**config.mk**
```make
export PLATFORM = sky130hd
export DESIGN_NAME = predictor_trigger_responder
export DESIGN_NICKNAME = d
export VERILOG_FILES = /design/src/rtl/predictor_pkg.sv /design/src/rtl/predictor_sat_add.sv /design/src/rtl/predictor_trigger_responder.sv
export SDC_FILE = /design/constraint.sdc
export NUM_CORES = 1
export LEC_CHECK = 0
export CAP_MARGIN = 10
export CORE_AREA = 2 2 151 116
export CTS_BUF_LIST = sky130_fd_sc_hd__clkbuf_8
export DETAILED_ROUTE_END_ITERATION = 8
export DIE_AREA = 0 0 153 118
export DONT_BUFFER_PORTS = 1
export GPL_TIMING_DRIVEN = 0
export PLACE_DENSITY = 0.63
export SLEW_MARGIN = 20
export SYNTH_ARGS = -nofsm -noshare
export SYNTH_HDL_FRONTEND = slang
export SYNTH_SLANG_ARGS = --single-unit
```
**constraint.sdc**
```tcl
create_clock -name clock -period 3.4 [get_ports clock]
set_input_delay 0 -clock clock [delete_from_list [all_inputs] [get_ports clock]]
set_output_delay 0 -clock clock [all_outputs]
set_load 0.03 [all_outputs]
```
**src/rtl/predictor_pkg.sv**
```systemverilog
// Shared definitions for the predictor trigger responder.
// Holds the FSM state encoding, default parameter values and the
// saturation limits for the default data width.
// Optional feature macro used by this slice: PREDICTOR_SAT_EN.
package predictor_pkg;

  localparam int DATA_W_DEF   = 16;
  localparam int ALPHA_SH_DEF = 1;
  localparam int BETA_SH_DEF  = 3;
  localparam int CNT_W_DEF    = 8;

  // Saturation limits for the default data width.
  localparam logic signed [DATA_W_DEF-1:0] SAT_MAX_DEF = 16'sh7FFF;
  localparam logic signed [DATA_W_DEF-1:0] SAT_MIN_DEF = 16'sh8000;

  typedef enum logic [1:0] {
    S_IDLE      = 2'd0,
    S_LATCHED   = 2'd1,
    S_UPDATED   = 2'd2,
    S_PREDICTED = 2'd3
  } state_t;

endpackage

```
**src/rtl/predictor_sat_add.sv**
```systemverilog
// Combinational signed adder with a DATA_W result.
// Operands are IN_W bits wide; the sum is formed at IN_W+1 bits so it never
// overflows internally, then either clamped (PREDICTOR_SAT_EN defined) or
// truncated to the DATA_W LSBs (two's-complement wrap, default build).
// Ports:
//   a, b : signed IN_W-bit operands
//   sum  : signed DATA_W-bit result
module predictor_sat_add
  import predictor_pkg::*;
#(
  parameter int DATA_W = DATA_W_DEF,
  parameter int IN_W   = DATA_W_DEF + 2
) (
  input  logic signed [IN_W-1:0]   a,
  input  logic signed [IN_W-1:0]   b,
  output logic signed [DATA_W-1:0] sum
);

  logic signed [IN_W:0] full;

  assign full = {a[IN_W-1], a} + {b[IN_W-1], b};

`ifdef PREDICTOR_SAT_EN
  // Limits of a DATA_W signed value, sign-extended to the full sum width.
  logic signed [IN_W:0] hi_lim;
  logic signed [IN_W:0] lo_lim;

  assign hi_lim = {{(IN_W-DATA_W+2){1'b0}}, {(DATA_W-1){1'b1}}};
  assign lo_lim = {{(IN_W-DATA_W+2){1'b1}}, {(DATA_W-1){1'b0}}};

  always_comb begin
    sum = full[DATA_W-1:0];
    if (full > hi_lim) begin
      sum = hi_lim[DATA_W-1:0];
    end else if (full < lo_lim) begin
      sum = lo_lim[DATA_W-1:0];
    end
  end
`else
  // Wrapping build: upper bits of the wide sum are intentionally dropped.
  logic unused_hi;

  assign unused_hi = ^full[IN_W:DATA_W];
  assign sum       = full[DATA_W-1:0];
`endif

endmodule

```
**src/rtl/predictor_trigger_responder.sv**
```systemverilog
// Consumer end of the predictor trigger strobes.
// Runs one fixed-point alpha-beta tracker step per complete
// latch -> update -> predict -> output sequence and flags strobes that
// arrive out of order. Sits between the trigger generator and the
// downstream output register / DAC path.
// Optional feature macro: PREDICTOR_SAT_EN (saturating arithmetic in
// predictor_sat_add; wrapping when undefined).
// Ports:
//   clock           : sole clock, rising edge
//   reset_n         : synchronous active-low reset
//   latch_trigger   : phase 1 strobe, captures meas_in
//   update_trigger  : phase 2 strobe, corrects estimate with residual
//   predict_trigger : phase 3 strobe, computes next prediction
//   output_trigger  : phase 4 strobe, publishes prediction
//   meas_in         : signed measurement, sampled only on latch
//   pred_out        : signed published prediction
//   pred_valid      : 1-cycle pulse when pred_out updates
//   seq_error       : 1-cycle pulse on an illegal strobe
//   step_count      : completed sequences, wrapping
//   err_count       : illegal strobes, saturating
//   fsm_state       : current FSM state (observability)
//
// Handshake: the four strobes carry no ready; each is level-sampled at every
// rising edge and acted on at that same edge. Exactly one strobe matching the
// current state advances the FSM; anything else is an illegal strobe except a
// lone output strobe on the cycle right after a publish, which is ignored.
module predictor_trigger_responder
  import predictor_pkg::*;
#(
  parameter int DATA_W   = DATA_W_DEF,
  parameter int ALPHA_SH = ALPHA_SH_DEF,
  parameter int BETA_SH  = BETA_SH_DEF,
  parameter int CNT_W    = CNT_W_DEF
) (
  input  logic                     clock,
  input  logic                     reset_n,
  input  logic                     latch_trigger,
  input  logic                     update_trigger,
  input  logic                     predict_trigger,
  input  logic                     output_trigger,
  input  logic signed [DATA_W-1:0] meas_in,
  output logic signed [DATA_W-1:0] pred_out,
  output logic                     pred_valid,
  output logic                     seq_error,
  output logic [CNT_W-1:0]         step_count,
  output logic [CNT_W-1:0]         err_count,
  output logic [1:0]               fsm_state
);

  localparam int IN_W = DATA_W + 2;

  state_t state;

  logic signed [DATA_W-1:0] meas_q;
  logic signed [DATA_W-1:0] x_pred;
  logic signed [DATA_W-1:0] x_est;
  logic signed [DATA_W-1:0] v_est;
  logic                     just_pub;

  logic signed [IN_W-1:0]   resid;
  logic signed [IN_W-1:0]   resid_a;
  logic signed [IN_W-1:0]   resid_b;
  logic signed [DATA_W-1:0] x_est_next;
  logic signed [DATA_W-1:0] v_est_next;
  logic signed [DATA_W-1:0] x_pred_next;

  logic [3:0] strobes;
  logic       one_strobe;

  assign fsm_state = state;

  // Residual is kept two bits wider than the data so meas - pred never wraps.
  assign resid   = {{2{meas_q[DATA_W-1]}}, meas_q} - {{2{x_pred[DATA_W-1]}}, x_pred};
  assign resid_a = resid >>> ALPHA_SH;
  assign resid_b = resid >>> BETA_SH;

  predictor_sat_add #(.DATA_W(DATA_W), .IN_W(IN_W)) u_add_x_est (
    .a   ({{2{x_pred[DATA_W-1]}}, x_pred}),
    .b   (resid_a),
    .sum (x_est_next)
  );

  predictor_sat_add #(.DATA_W(DATA_W), .IN_W(IN_W)) u_add_v_est (
    .a   ({{2{v_est[DATA_W-1]}}, v_est}),
    .b   (resid_b),
    .sum (v_est_next)
  );

  predictor_sat_add #(.DATA_W(DATA_W), .IN_W(IN_W)) u_add_x_pred (
    .a   ({{2{x_est[DATA_W-1]}}, x_est}),
    .b   ({{2{v_est[DATA_W-1]}}, v_est}),
    .sum (x_pred_next)
  );

  assign strobes    = {output_trigger, predict_trigger, update_trigger, latch_trigger};
  assign one_strobe = (strobes != 4'd0) && ((strobes & (strobes - 4'd1)) == 4'd0);

  always_ff @(posedge clock) begin
    if (!reset_n) begin
      state      <= S_IDLE;
      meas_q     <= '0;
      x_pred     <= '0;
      x_est      <= '0;
      v_est      <= '0;
      just_pub   <= 1'b0;
      pred_out   <= '0;
      pred_valid <= 1'b0;
      seq_error  <= 1'b0;
      step_count <= '0;
      err_count  <= '0;
    end else begin
      pred_valid <= 1'b0;
      seq_error  <= 1'b0;
      just_pub   <= 1'b0;

      if (strobes == 4'd0) begin
        // No strobe: hold.
      end else if (!one_strobe) begin
        seq_error <= 1'b1;
        if (err_count != {CNT_W{1'b1}}) err_count <= err_count + CNT_W'(1);
        state <= S_IDLE;
      end else if (latch_trigger) begin
        // A lone latch always restarts the sequence; it is only legal from idle.
        meas_q <= meas_in;
        state  <= S_LATCHED;
        if (state != S_IDLE) begin
          seq_error <= 1'b1;
          if (err_count != {CNT_W{1'b1}}) err_count <= err_count + CNT_W'(1);
        end
      end else if (update_trigger && state == S_LATCHED) begin
        x_est <= x_est_next;
        v_est <= v_est_next;
        state <= S_UPDATED;
      end else if (predict_trigger && state == S_UPDATED) begin
        x_pred <= x_pred_next;
        state  <= S_PREDICTED;
      end else if (output_trigger && state == S_PREDICTED) begin
        pred_out   <= x_pred;
        pred_valid <= 1'b1;
        step_count <= step_count + CNT_W'(1);
        just_pub   <= 1'b1;
        state      <= S_IDLE;
      end else if (output_trigger && state == S_IDLE && just_pub) begin
        // Output strobe stretched into the cycle after a publish: tolerated.
      end else begin
        seq_error <= 1'b1;
        if (err_count != {CNT_W{1'b1}}) err_count <= err_count + CNT_W'(1);
        state <= S_IDLE;
      end
    end
  end

endmodule

```
==> reports/results.md <==
## Layout
- Area Growth Syn to Fin: 21.79%
- share of cells above drive strength 1: 13.39%
- number of nets in the final layout: 958
- post-route standard cell area excluding fillers: 7918 µm²
- number of fillers in the final layout: 1609
- Finished Layout Cells: 1089
- antenna diode count: 0

## Yosys
- #FFs+latches synth: 100
- syn avg cell area: 8.066 µm²
- sequential area share after synthesis: 30.79%
- share of synthesized registers carrying an async set or reset: 0%
- cell types occupying the most area after synthesis: sky130_fd_sc_hd__dfxtp_1, sky130_fd_sc_hd__ha_1, sky130_fd_sc_hd__nand2_1
- syn nets: 895
- unique cell type count in the Yosys netlist: 57
- ys flop type: sky130_fd_sc_hd__dfxtp_1
- fraction of post-synthesis cell area in the top cell type by area: 30.79%
- area leader, netlist: sky130_fd_sc_hd__dfxtp_1
- Post-synth EDFFs: 0
- synthesized instance count: 806
- number of warnings printed during yosys synthesis: 0
- post-synthesis instance area: 6501 µm²

## Run
- max_cap viols: 0

## Place
- post-DP HPWL: 12.98 mm
- last weighted congestion value of the routability-driven placer: 0.8867
- placed cell areas: 6809 µm²
- number of placed cells counting well taps: 1022
- number of buffer cells added on primary ports: 0

## Outcome
- status: complete, but fails checks
- failing checks: negative setup slack

## Timing
- final setup margin: -0.3498 ns
- Max-Slew Margin vs Limit: 48.24%
- final worst-path cycle share: 110.3%
- number of endpoints with negative hold slack in the final report: 0
- Clock Skew: 0.01112 ns
- maximum clock rate: 0.2667 GHz
- RSZ-0062 raised after global routing: yes
- final max-slew violation count: 0
- transition time at the pin with the least slew margin: 0.7765 ns
- number of setup violations in the final report: 11
- min Tclk post-route: 3.750 ns

## Routing
- starting DRC count in detailed routing: 391
- average via count per standard cell: 5.446
- via count: 5931
- Detailed Route WL: 17.98 mm
- met3 WL post-DR: 1.129 mm
- count of TritonRoute iterations in the first routing pass: 6
- highest metal layer with signal wires: met4
- detailed-route wire length on metal 1: 8.957 mm
- Routed WL per cell: 16.51 µm
- post-detailed-route count of antenna-violating nets: 0
- DR WL met2: 7.601 mm
- DRC violation count after routing: 0

## Floorplanning
- count of standard-cell rows: 41
- initial core utilization: 39.24%
- area of the die: 18050 µm²
- core area: 16570 µm²
- number of primary I/O pins: 58
- horizontal extent of the die: 153 µm
- Die Y: 118 µm

## Clock network
- Num Clock Sinks: 100
- clock tree from TritonCTS: built
- clock buffer depth: 2
- post-CTS clock slew at the launch and capture registers of the worst setup and hold paths: 0.11 ns
- clk_lat worst skew: 0.40 ns
- level count of the clock H-tree: 3
- Root Buffer Master: sky130_fd_sc_hd__clkbuf_8
- Inserted Clock Buffers: 9

## Global route
- all-layer global routing usage: 20.31%
- first-pass GRT wire length: 29.44 mm
- Remaining Overflow, GRT: 0
- largest net degree at the start of global routing: 19
- initial antenna violation count: 0
- number of global-route vias before repair: 5669

## Setup path
- destination of the worst register-to-register timing path: v_est[15]
- Worst Reg-to-Reg Cells: 17
- CP Capture Type: register
- RR Startpoint: x_pred[5]
- path type of the worst setup path: register to register
- WP data arrival: 4.08 ns
- required time of the critical path: 3.73 ns
- peak fanout along the critical path: 5
- startpoint type of the worst setup path: register
- internal reg-to-reg setup slack: -0.35 ns

## Power and ir drop
- leakage component of the power: 3.165 nW
- post-route total power: 2.454 mW
- power density cells: 309.9 nW/µm²
- largest voltage drop on the vdd net: 0.0001529 V

## Min path
- type of the tightest min-delay check: primary input to register
- Hold Path Cell Cnt: 2
- sink of the worst hold path: meas_q[12]
- worst min-delay path startpoint: reset_n

[flip-flops by register name, indices dropped and copies added (netlist names), 2 cells and up]
name and count:
step_count 8, x_est 16, meas_q 16, x_pred 16, pred_out 16, fsm_state 2
err_count 8, v_est 16
[cell type report]
cell class | instances | area (µm²) | share of cell area, %
plain buffers | 25 | 95.09 | 1.201
clock buffers | 10 | 137.6 | 1.738
clock inverters | 6 | 52.55 | 0.6637
inverters | 32 | 120.1 | 1.517
multi-input cells | 649 | 4747 | 59.96
flip-flops and latches | 100 | 2016 | 25.46
well taps | 215 | 269.0 | 3.398
repair buffers | 52 | 480.5 | 6.068
[timing repair]
action	4_1_cts	5_1_grt
pin swaps	28	5
hold buffers	31	0
setup endpoints to repair	14	15
buffers inserted	16	4
endpoints found under the hold margin	29	0
gates resized for setup	79	20
[Yosys cell counts (2+ instances only)]
| library cell | instances |
|---|---|
| sky130_fd_sc_hd__nand2_1 | 136 |
| sky130_fd_sc_hd__dfxtp_1 | 100 |
| sky130_fd_sc_hd__ha_1 | 63 |
| sky130_fd_sc_hd__a21oi_1 | 58 |
| sky130_fd_sc_hd__o21ai_0 | 55 |
| sky130_fd_sc_hd__nor2_1 | 41 |
| sky130_fd_sc_hd__a21boi_0 | 35 |
| sky130_fd_sc_hd__xnor2_1 | 33 |
| sky130_fd_sc_hd__inv_1 | 31 |
| sky130_fd_sc_hd__and2_1 | 29 |
| sky130_fd_sc_hd__clkbuf_1 | 23 |
| sky130_fd_sc_hd__a21o_1 | 20 |
| sky130_fd_sc_hd__nand3_1 | 20 |
| sky130_fd_sc_hd__xor2_1 | 18 |
| sky130_fd_sc_hd__nand2b_1 | 12 |
| sky130_fd_sc_hd__nor3_1 | 11 |
| sky130_fd_sc_hd__a211oi_1 | 9 |
| sky130_fd_sc_hd__nor2b_1 | 9 |
| sky130_fd_sc_hd__or3_1 | 9 |
| sky130_fd_sc_hd__o211a_1 | 8 |
| sky130_fd_sc_hd__and3_1 | 7 |
| sky130_fd_sc_hd__nand4_1 | 7 |
| sky130_fd_sc_hd__o21bai_1 | 7 |
| sky130_fd_sc_hd__o21a_1 | 6 |
| sky130_fd_sc_hd__nor4_1 | 5 |
| sky130_fd_sc_hd__a211o_1 | 4 |
| sky130_fd_sc_hd__fa_1 | 4 |
| sky130_fd_sc_hd__mux2i_1 | 4 |
| sky130_fd_sc_hd__o211ai_1 | 4 |
| sky130_fd_sc_hd__o31ai_1 | 4 |
| sky130_fd_sc_hd__a21oi_2 | 3 |
| sky130_fd_sc_hd__a2111oi_0 | 2 |
| sky130_fd_sc_hd__a311oi_1 | 2 |
| sky130_fd_sc_hd__a31oi_1 | 2 |
| sky130_fd_sc_hd__nor3b_1 | 2 |
| sky130_fd_sc_hd__nor4bb_1 | 2 |
[cell families after synthesis]
group           after synthesis  synth area share, %
flops                       100                30.79
buf+inv                      57                3.310
xor+xnor                     51                6.871
simple gates                294                21.19
fa+ha+maj                    67                13.36
compound gates              232                23.52
mux                           5               0.9623
[critical path, stage by stage (launching register included)]
cell	delay, ns
sky130_fd_sc_hd__dfxtp_4	0.37
sky130_fd_sc_hd__inv_2	0.04
sky130_fd_sc_hd__ha_4	0.20
sky130_fd_sc_hd__a21o_1	0.20
sky130_fd_sc_hd__o2bb2ai_1	0.15
sky130_fd_sc_hd__nor4_2	0.18
sky130_fd_sc_hd__o21ai_2	0.12
sky130_fd_sc_hd__a311oi_2	0.38
sky130_fd_sc_hd__o21bai_1	0.13
sky130_fd_sc_hd__a21oi_1	0.20
sky130_fd_sc_hd__xnor2_1	0.26
sky130_fd_sc_hd__ha_1	0.40
sky130_fd_sc_hd__a21oi_1	0.24
sky130_fd_sc_hd__o21ai_1	0.11
sky130_fd_sc_hd__o22ai_2	0.18
sky130_fd_sc_hd__xnor2_1	0.10
sky130_fd_sc_hd__or3_1	0.31
sky130_fd_sc_hd__a21boi_1	0.12
[per-stage QoR]
step           worst slack [ns]  utilization (%)  TNS (ns)  hold slack [ns]
6_report                -0.3498            47.78    -1.483          0.05438
5_1_grt                 -0.5839            47.78    -3.691          0.08918
4_1_cts                 -0.3100            47.13   -0.9095          0.02002
3_5_place_dp            -0.5446            41.09    -3.912           0.1438
3_3_place_gp            -0.5520            41.03    -4.011           0.1426
2_1_floorplan          -0.02077                -  -0.02077           0.1360
[how the worst max path moves through the flow]
stage	startpoint	to
3_3_place_gp	x_pred[4]	v_est[15]
3_5_place_dp	x_pred[4]	v_est[15]
6_report	x_pred[5]	v_est[15]
5_1_grt	x_pred[3]	v_est[15]
4_1_cts	x_pred[5]	v_est[15]
2_1_floorplan	x_pred[5]	v_est[15]
[placed cells by master (no fill, tap or decap), types with 20 or more instances in the layout]
cell type / count
sky130_fd_sc_hd__nand2_1: 134
sky130_fd_sc_hd__dfxtp_1: 93
sky130_fd_sc_hd__a21oi_1: 50
sky130_fd_sc_hd__ha_1: 49
sky130_fd_sc_hd__o21ai_0: 39
sky130_fd_sc_hd__nor2_1: 38
sky130_fd_sc_hd__a21boi_0: 33
sky130_fd_sc_hd__dlygate4sd3_1: 31
sky130_fd_sc_hd__inv_1: 30
sky130_fd_sc_hd__and2_1: 29
sky130_fd_sc_hd__xnor2_1: 25
sky130_fd_sc_hd__clkbuf_1: 23
sky130_fd_sc_hd__a21o_1: 20
[layer usage]
layer | up-vias | global-route usage, %
met2 | 186 | 30.77
met4 | 0 | 6.134
met1 | 2754 | 28.66
met5 | - | 0
li1 | 2962 | -
met3 | 29 | 4.750
[where the power goes]
| part | switching (mW) | internal [mW] |
|---|---|---|
| sequential | 0.0201 | 1.18 |
| combinational | 0.257 | 0.230 |
| clock | 0.468 | 0.300 |
Note: power is estimated with default switching activity, not from simulation.
